===== config.mk =====
export PLATFORM = sky130hd
export DESIGN_NAME = program_loader
export DESIGN_NICKNAME = d
export VERILOG_FILES = /design/src/rtl/loader_pkg.sv /design/src/rtl/word_assembler.sv /design/src/rtl/program_loader.sv
export SDC_FILE = /design/constraint.sdc
export NUM_CORES = 1
export LEC_CHECK = 0
export ABC_AREA = 0
export CAP_MARGIN = 0
export CORE_ASPECT_RATIO = 0.7
export CORE_MARGIN = 10
export CORE_UTILIZATION = 62
export CTS_BUF_LIST = sky130_fd_sc_hd__clkbuf_8 sky130_fd_sc_hd__clkbuf_16
export DETAILED_ROUTE_END_ITERATION = 12
export PLACE_DENSITY = 0.83
export SKIP_LAST_GASP = 1
export SYNTH_ARGS = -nofsm -noshare
export SYNTH_HDL_FRONTEND = slang
export SYNTH_SLANG_ARGS = --single-unit

===== constraint.sdc =====
create_clock -name clk_i -period 16.2 [get_ports clk_i]
set_input_delay 4.05 -clock clk_i [delete_from_list [all_inputs] [get_ports clk_i]]
set_output_delay 4.05 -clock clk_i [all_outputs]
set_load 0.02 [all_outputs]

===== src/rtl/loader_pkg.sv =====
// rtl/loader_pkg.sv - shared state encoding and framing constants for the program loader
package loader_pkg;

  typedef enum logic [2:0] {
    IDLE,
    HDR,
    DATA,
    WRITE,
    DONE,
    ERROR
  } state_t;

  localparam int HDR_BYTES  = 4;
  localparam int WORD_BYTES = 4;

endpackage


===== src/rtl/word_assembler.sv =====
// rtl/word_assembler.sv - packs bytes little-endian into a 32-bit word
// word_o already includes the byte being pushed, so the last byte is usable in its own cycle.
module word_assembler
  import loader_pkg::*;
(
  input  logic        clk_i,
  input  logic        reset_i,
  input  logic        clear_i,
  input  logic        push_i,
  input  logic [7:0]  byte_i,
  output logic [31:0] word_o,
  output logic        full_o
);

  localparam logic [1:0] LAST_IDX = 2'(WORD_BYTES - 1);

  logic [1:0]  idx_q, idx_d;
  logic [31:0] word_q, word_d;

  always_comb begin
    idx_d  = idx_q;
    word_d = word_q;
    if (clear_i) begin
      idx_d  = '0;
      word_d = '0;
    end else if (push_i) begin
      word_d[8*idx_q +: 8] = byte_i;
      idx_d                = idx_q + 2'd1;
    end
  end

  always_ff @(posedge clk_i or posedge reset_i) begin
    if (reset_i) begin
      idx_q  <= '0;
      word_q <= '0;
    end else begin
      idx_q  <= idx_d;
      word_q <= word_d;
    end
  end

  assign word_o = word_d;
  assign full_o = push_i && !clear_i && (idx_q == LAST_IDX);

endmodule


===== src/rtl/program_loader.sv =====
// rtl/program_loader.sv - length-prefixed byte stream to instruction RAM writer
// Holds the CPU while an image is streamed in and written at consecutive word addresses.
module program_loader
  import loader_pkg::*;
#(
  parameter int unsigned ADDR_W    = 8,
  parameter int unsigned BASE_ADDR = 0,
  parameter int unsigned TIMEOUT   = 65535
) (
  input  logic              clk_i,
  input  logic              reset_i,
  input  logic              start_i,
  input  logic              byte_valid_i,
  input  logic [7:0]        byte_data_i,
  output logic              byte_ready_o,
  output logic              mem_we_o,
  output logic [ADDR_W-1:0] mem_addr_o,
  output logic [31:0]       mem_wdata_o,
  output logic              cpu_hold_o,
  output logic              done_o,
  output logic              error_o,
  output logic [ADDR_W:0]   words_loaded_o
);

  localparam logic [32:0]       CAPACITY = 33'(1) << ADDR_W;
  localparam logic [ADDR_W-1:0] BASE     = ADDR_W'(BASE_ADDR);

  state_t            state_q, state_d;
  logic [31:0]       len_q, len_d;
  logic [ADDR_W:0]   wl_q, wl_d;
  logic [ADDR_W-1:0] addr_q, addr_d;
  logic [31:0]       wdata_q, wdata_d;
  logic [31:0]       tcnt_q, tcnt_d;
  logic              done_q, done_d;
  logic              xfer, start_ok, timed_out, asm_full;
  logic [31:0]       asm_word;

  assign start_ok  = start_i && (state_q inside {IDLE, DONE, ERROR});
  assign xfer      = byte_valid_i && byte_ready_o;
  assign timed_out = (TIMEOUT != 0) && !xfer && (tcnt_q + 32'd1 >= TIMEOUT);

  word_assembler u_asm (
    .clk_i   (clk_i),
    .reset_i (reset_i),
    .clear_i (start_ok),
    .push_i  (xfer),
    .byte_i  (byte_data_i),
    .word_o  (asm_word),
    .full_o  (asm_full)
  );

  always_ff @(posedge clk_i or posedge reset_i) begin
    if (reset_i) state_q <= IDLE;
    else         state_q <= state_d;
  end

  always_comb begin
    state_d = state_q;
    unique case (state_q)
      IDLE, DONE, ERROR: if (start_i) state_d = HDR;
      HDR: begin
        if (asm_full) begin
          if (asm_word == 32'd0)                 state_d = DONE;
          else if ({1'b0, asm_word} > CAPACITY)  state_d = ERROR;
          else                                   state_d = DATA;
        end else if (timed_out) begin
          state_d = ERROR;
        end
      end
      DATA: begin
        if (asm_full)       state_d = WRITE;
        else if (timed_out) state_d = ERROR;
      end
      WRITE:   state_d = (32'(wl_q) + 32'd1 == len_q) ? DONE : DATA;
      default: state_d = IDLE;
    endcase
  end

  always_comb begin
    byte_ready_o = 1'b0;
    mem_we_o     = 1'b0;
    cpu_hold_o   = 1'b0;
    error_o      = 1'b0;
    unique case (state_q)
      HDR, DATA: begin
        byte_ready_o = 1'b1;
        cpu_hold_o   = 1'b1;
      end
      WRITE: begin
        mem_we_o   = 1'b1;
        cpu_hold_o = 1'b1;
      end
      ERROR: begin
        error_o    = 1'b1;
        cpu_hold_o = 1'b1;
      end
      default: ;
    endcase
  end

  // Address and data are captured with the last byte so the WRITE cycle drives them directly.
  always_comb begin
    len_d   = len_q;
    wl_d    = wl_q;
    addr_d  = addr_q;
    wdata_d = wdata_q;
    tcnt_d  = '0;
    done_d  = (state_d == DONE) && (state_q != DONE);
    if (start_ok) wl_d = '0;
    if (state_q == HDR && asm_full) len_d = asm_word;
    if (state_q == DATA && asm_full) begin
      addr_d  = BASE + wl_q[ADDR_W-1:0];
      wdata_d = asm_word;
    end
    if (state_q == WRITE) wl_d = wl_q + (ADDR_W+1)'(1);
    if ((state_q == HDR || state_q == DATA) && !xfer) tcnt_d = tcnt_q + 32'd1;
  end

  always_ff @(posedge clk_i or posedge reset_i) begin
    if (reset_i) begin
      len_q   <= '0;
      wl_q    <= '0;
      addr_q  <= '0;
      wdata_q <= '0;
      tcnt_q  <= '0;
      done_q  <= 1'b0;
    end else begin
      len_q   <= len_d;
      wl_q    <= wl_d;
      addr_q  <= addr_d;
      wdata_q <= wdata_d;
      tcnt_q  <= tcnt_d;
      done_q  <= done_d;
    end
  end

  assign mem_addr_o     = addr_q;
  assign mem_wdata_o    = wdata_q;
  assign done_o         = done_q;
  assign words_loaded_o = wl_q;

endmodule


; After elaboration in Yosys (flattened, before gate mapping)
; Index checks and enable logic that the tools add are counted.
[totals]
register_bits = 151
latchBits = 0
mem_bits_rw = 0
mem_bits_ro = 0
input_bits = 12
out_inout_bits = 54
n_memories = 0
[classes]
addsub = 5
multipliers = 0
n_div = 0
n_lt_le_gt_ge = 2
n_eq_ne = 9
shifts = 2
mux = 20
bitwise_logic = 0
reduce_logical = 20
[ops]
columns = operator, n
row1 = 32-bit 2-to-1 mux, 3
row2 = 5-bit negation with 34-bit output, 1
row3 = "8-bit by 34-bit variable shift with 32-bit output, first input constant", 1
row4 = 8-bit by 34-bit indexed part select with 32-bit output, 1
row5 = "32-bit by 1-bit adder with 32-bit output, second input constant", 1
row6 = 32-bit bitwise mux, 1
row7 = 10-bit by 32-bit equality test with 1-bit output, 1
row8 = "32-bit by 16-bit >= comparator with 1-bit output, second input constant", 1
row9 = "32-bit by 9-bit > comparator with 1-bit output, second input constant", 1
row10 = 32-bit zero test, 1
row11 = 3-bit 2-to-1 mux, 7
row12 = 9-bit 2-to-1 mux, 2
row13 = 3-bit case mux with 4 select lines, 1
row14 = "9-bit by 1-bit adder with 10-bit output, second input constant", 1
row15 = "9-bit by 1-bit adder with 9-bit output, second input constant", 1
row16 = "3-bit equality test, second input constant", 3
row17 = 1-bit logical AND, 9
row18 = "3-bit by 2-bit equality test with 1-bit output, second input constant", 2
row19 = 1-bit 2-to-1 mux, 4
row20 = 2-bit 2-to-1 mux, 2
row21 = 2-bit nonzero test, 2
row22 = 4-bit OR reduction, 1
row23 = "3-bit by 1-bit equality test with 1-bit output, second input constant", 1
row24 = 3-bit zero test, 1
row25 = 8 further kinds, 9

; Depth between registers and ports, before layout
[logic_depth]
word_depth = 13
depth_mapped = 12

; Modules after synthesis
; A second synthesis with hierarchy kept.
[hier_totals]
hier_cells = 678
hier_area_um2 = 7519.7
[by_module_without_submodules]
columns = mod, instances, cells_per_inst, area_per_inst_um2, seq_area_each_um2
row1 = program_loader, 1, 533, 5866.9, 2927.8
row2 = word_assembler, 1, 145, 1652.8, 850.8

; Least setup slack after synthesis
; OpenSTA, ideal clock, no wires.
[synth_path]
path_kind = input -> register
from = input port byte_valid_i
to = register state_q[2]
setup_ps = 131
arrival_ps = 6036
required_ps = 16069
setup_slack_ps = 10033
path_stages = 9
cell_sequence = nand3b_1 -> or2_1 -> buf_6 -> a31o_1 -> or4b_1 -> nor2_1 -> a21oi_1 -> or2_0 -> or3_1
[synth_via]
elab_chain_cells = 8
word_cells_on_any_way = 15
classes_between = 1 x order compare / 8 x mux / 6 x reduce/logical
[synth_lines]
columns = item, line_no
row1 = from (decl), program_loader.sv:13  ; input logic byte_valid_i,
row2 = 1-bit logical AND *, program_loader.sv:39  ; assign xfer = byte_valid_i && byte_ready_o;
row3 = 32-bit 2-to-1 mux *, word_assembler.sv:26  ; end else if (push_i) begin
row4 = 32-bit 2-to-1 mux *, word_assembler.sv:23  ; if (clear_i) begin
row5 = net asm_word[11], program_loader.sv:36  ; logic [31:0] asm_word;
row6 = 32-bit by 9-bit > comparator with 1-bit output, program_loader.sv:64  ; else if ({1'b0, asm_word} > CAPACITY) state_d = ERROR;
row7 = 3-bit 2-to-1 mux, program_loader.sv:64
row8 = 3-bit 2-to-1 mux *, program_loader.sv:63  ; if (asm_word == 32'd0) state_d = DONE;
row9 = 3-bit 2-to-1 mux *, program_loader.sv:62  ; if (asm_full) begin
row10 = 3-bit case mux with 4 select lines *, program_loader.sv:59  ; unique case (state_q)
row11 = net state_d[2], program_loader.sv:28  ; state_t state_q, state_d;
row12 = to (signal assigned), program_loader.sv:54  ; else state_q <= state_d;
row13 = to (decl), program_loader.sv:28
; Mark *: on every way through the listed nets, which the timed path passes. The rest lies on a longest branch.
; A chain may end at the register's enable or synchronous reset.

; Worst setup path in the final report
[layout_path]
from = input port byte_valid_i
to = register wdata_q[2], in the netlist mem_wdata_o[2]
[layout_via]
elab_chain_cells = 4
word_cells_on_any_way = 6
classes_between = 2 x mux / 4 x reduce/logical
[layout_lines]
columns = item, line_no
row1 = 1-bit logical AND *, program_loader.sv:39
row2 = 1-bit logical AND (2 in series), word_assembler.sv:43  ; assign full_o = push_i && !clear_i && (idx_q == LAST_IDX);
row3 = 1-bit logical AND, program_loader.sv:111  ; if (state_q == DATA && asm_full) begin
row4 = to (signal assigned), program_loader.sv:131  ; wdata_q <= wdata_d;
row5 = to (decl), program_loader.sv:32  ; logic [31:0] wdata_q, wdata_d;
; Mark *: on every way between the ends. The rest lies on a longest branch, timed or not.

==> impl_metrics.toml <==
[timing]
rsz0062_at_grt = "no"
max_freq_mhz = 148.4
setup_viol = 0
finalHoldViolCount = 0
worstMarginPinSlew_ps = 1122
slew_violations = 0
setup_tns_ps = 0
finalCriticalPeriod_ps = 6740
post-route-period-util_pct = 41.60
relSlewSlack_pct = 25.01
clock_skew_ps = 8.701

[power_and_ir_drop]
total_leakage_power_nw = 3.921
ir_drop_mv = 0.1156
p_per_area_nw_per_um2 = 131.9

[flow_run]
maxCapViolCount = 0

[cells_and_area]
fill_cells = 813
fin_util_pct = 74.40
nets = 842
drive_gt1_share_pct = 8.982
antenna_cells = 0
area_growth_syn_to_layout_pct = 18.18

[global_routing]
grt_usage_pct = 22.95
grt_pass1_wl_mm = 30.89
overflow = 0
grt_max_degree = 80
grt_pass1_vias = 5987
grt_antenna_before_repair = 0

[synthesis]
yosysWarnings = 0
avgSynthCellArea_um2 = 9.496
postSynthNetCount = 792
synth_ff_type = "dfrtp_1"
async_flop_share_pct = 100.0
synth_area_um2 = 7331
synth_seq_cells = 151
synthDistinctLibCells = 65
yosysSeqAreaShare_pct = 51.54
synth_edf_count = 0
synthCells = 772

[clock_network]
ctsResizeCount = 0
h-tree-depth = 4
numClockSinks = 151
clockBufferDepth = 2
clkTransAtPathRegs_ps = 60
cts-root-buf = "clkbuf_16"
post_cts_buffers = 0
cts_buffers = 17
cts_hold_buf = 0
cts_tree = "done"
worstSkewPairLatency_ps = 420

[worst_hold_path]
min_path_type = "flip-flop to flip-flop"
holdPathStages = 2

[placed_design]
dp_hpwl_mm = 13.01
io_buffers = 65
gp_congestion = 0.9231

[setup_path]
cp_num_cells = 7
cp.arrival_ps = 7040
path_delay_family = "simple AND/OR/NAND/NOR gates"
startpoint_type = "primary input"
max_stage_delay_ps = 560
path_max_fanout = 38
end_kind = "flip-flop"
critPathSlowestCell = "clkdlybuf4s50_1"
critPathBufInv = 3
ff2ff_path_depth = 9
path_class = "primary input to flip-flop"
required_ps = 16500
crit_chain = "clkdlybuf4s50_1 -> inv_1 -> nor3_1 -> nand2_1 -> nor2_4 -> buf_4 -> mux2_2"

[detailed_routing]
wirelength_mm = 18.78
drt_first_pass_iters = 6
vias = 6161
routedWlPerCell_um = 18.93
vias_per_cell = 6.211
drtAntennaViolNets = 0
drt_iter0_drc = 752
drc = 0

[die]
fp.dieW_um = 150.0
ios = 66
dieArea_um2 = 16640
std_cell_rows = 33
coreArea_um2 = 11640
die_h_um = 111.0
initial_utilization_pct = 62.96

[status]
outcome = "finished, final reports clean"
## metal layers
| layer | vias up | track usage, % | routed length (µm) |
|---|---|---|---|
| li1 | 2827 | - | - |
| met1 | 2998 | 32.60 | 8520 |
| met2 | 300 | 33.42 | 8276 |
| met3 | 36 | 6.240 | 1712 |
| met4 | 0 | 6.912 | 272 |
| met5 | - | 0 | 0 |
## cell usage after synthesis, drive strengths merged, types with 2 or more instances
master   count  area share, %
a2111oi      4           0.48
a211o        2           0.24
a21boi       2           0.20
a21oi       49            3.3
a31oi       11           0.94
and2         5           0.43
and3        29            2.5
and4         2           0.24
buf         10           0.68
clkbuf      29            1.5
dfrtp      151             52
ha           8            1.4
inv         18           0.92
mux2        27            4.1
mux2i        4           0.55
nand2      103            5.3
nand2b       6           0.51
nand3       44            3.0
nand3b       4           0.41
nand4       15            1.3
nor2        83            4.2
nor2b        6           0.51
nor3        11           0.75
nor3b        6           0.61
nor4        20            1.8
o2111ai      2           0.24
o211ai       3           0.31
o21ai       35            2.4
o21bai       2           0.20
o221ai       3           0.36
o31a         2           0.24
o31ai        5           0.51
or2          4           0.34
or3          3           0.26
or4          2           0.20
xnor2       23            2.9
xor2        18            2.2
## final timing paths
kind                         startpoint             end  slack (ps)
max                        byte_valid_i  mem_wdata_o[2]        9460
min                           len_q[13]       len_q[13]         490
max reg2reg                   tcnt_q[0]      state_q[2]       12490
min reg2reg                   len_q[13]       len_q[13]         490
max in group asynchronous       reset_i   mem_addr_o[6]       10660
min in group asynchronous       reset_i       len_q[20]        4100
## tightest hold or removal path, delay by kind of cell (launching register included)
kind / cells / cell delay [ps]
flops: 1 / 350
simple gates: 2 / 110
## metrics by stage
stage          power, mW  hold slack (ps)  cells  setup WS [ps]  instance area, µm²
5_1_grt            1.200            514.8    992           9270                8663
4_1_cts            1.146            489.2    992           9366                8657
2_1_floorplan     0.6357            446.2    772           8085                7331
3_3_place_gp      0.7461            462.5    960           9050                8071
6_report           1.142            488.4    992           9460                8663
3_5_place_dp      0.7534            471.1    960           8937                8071
## cells in the final DEF (no fill, tap or decap), types with 6 or more instances in the layout
cell | Yosys | layout
and3_1 | 29 | 29
nor2_1 | 83 | 81
clkbuf_16 | 0 | 17
nand2b_1 | 6 | 6
inv_6 | 0 | 6
nor2b_1 | 6 | 6
clkdlybuf4s50_1 | 0 | 65
ha_1 | 8 | 8
xor2_1 | 18 | 18
nor3_1 | 11 | 11
a31oi_1 | 11 | 11
mux2_2 | 27 | 27
nand4_1 | 15 | 15
nand2_1 | 103 | 103
nor3b_1 | 6 | 6
xnor2_1 | 22 | 22
inv_1 | 18 | 17
dfrtp_1 | 151 | 151
a21oi_1 | 49 | 49
nand3_1 | 44 | 44
o21ai_0 | 35 | 35
nor4_1 | 19 | 19
## power breakdown
part	internal [mW]	switching, mW
logic	0.114	0.190
registers	0.417	0.0328
clock network	0.218	0.171
total	0.749	0.394
## sequential cells by signal (all words and copies together), names as in the netlist
name and count:
u_asm.word_q 32, tcnt_q 32, u_asm.idx_q 2, mem_addr_o 8
mem_wdata_o 32, words_loaded_o 9, len_q 32, state_q 3
done_o 1
## cell type report
| class | count | area, µm² | share of cell area (%) |
|---|---|---|---|
| multi-input combinational | 563 | 3338 | 38.53 |
| tap | 157 | 196.4 | 2.267 |
| inverter | 19 | 76.32 | 0.8810 |
| sequential | 151 | 3779 | 43.62 |
| timing repair buffer | 70 | 688.2 | 7.943 |
| clock inverter | 15 | 160.2 | 1.849 |
| clock buffer | 17 | 425.4 | 4.910 |
## logic make-up after synthesis
| family | share of synthesized area, % |
|---|---|
| muxes | 4.694 |
| DFF | 51.54 |
| and+or+nand+nor | 23.09 |
| xor gates and xnor gates | 5.001 |
| AOI/OAI and AO/OA | 11.16 |
| adders and majority gates | 1.365 |
| buffers and inverters | 3.140 |
Note: power is estimated with default switching activity, not from simulation.
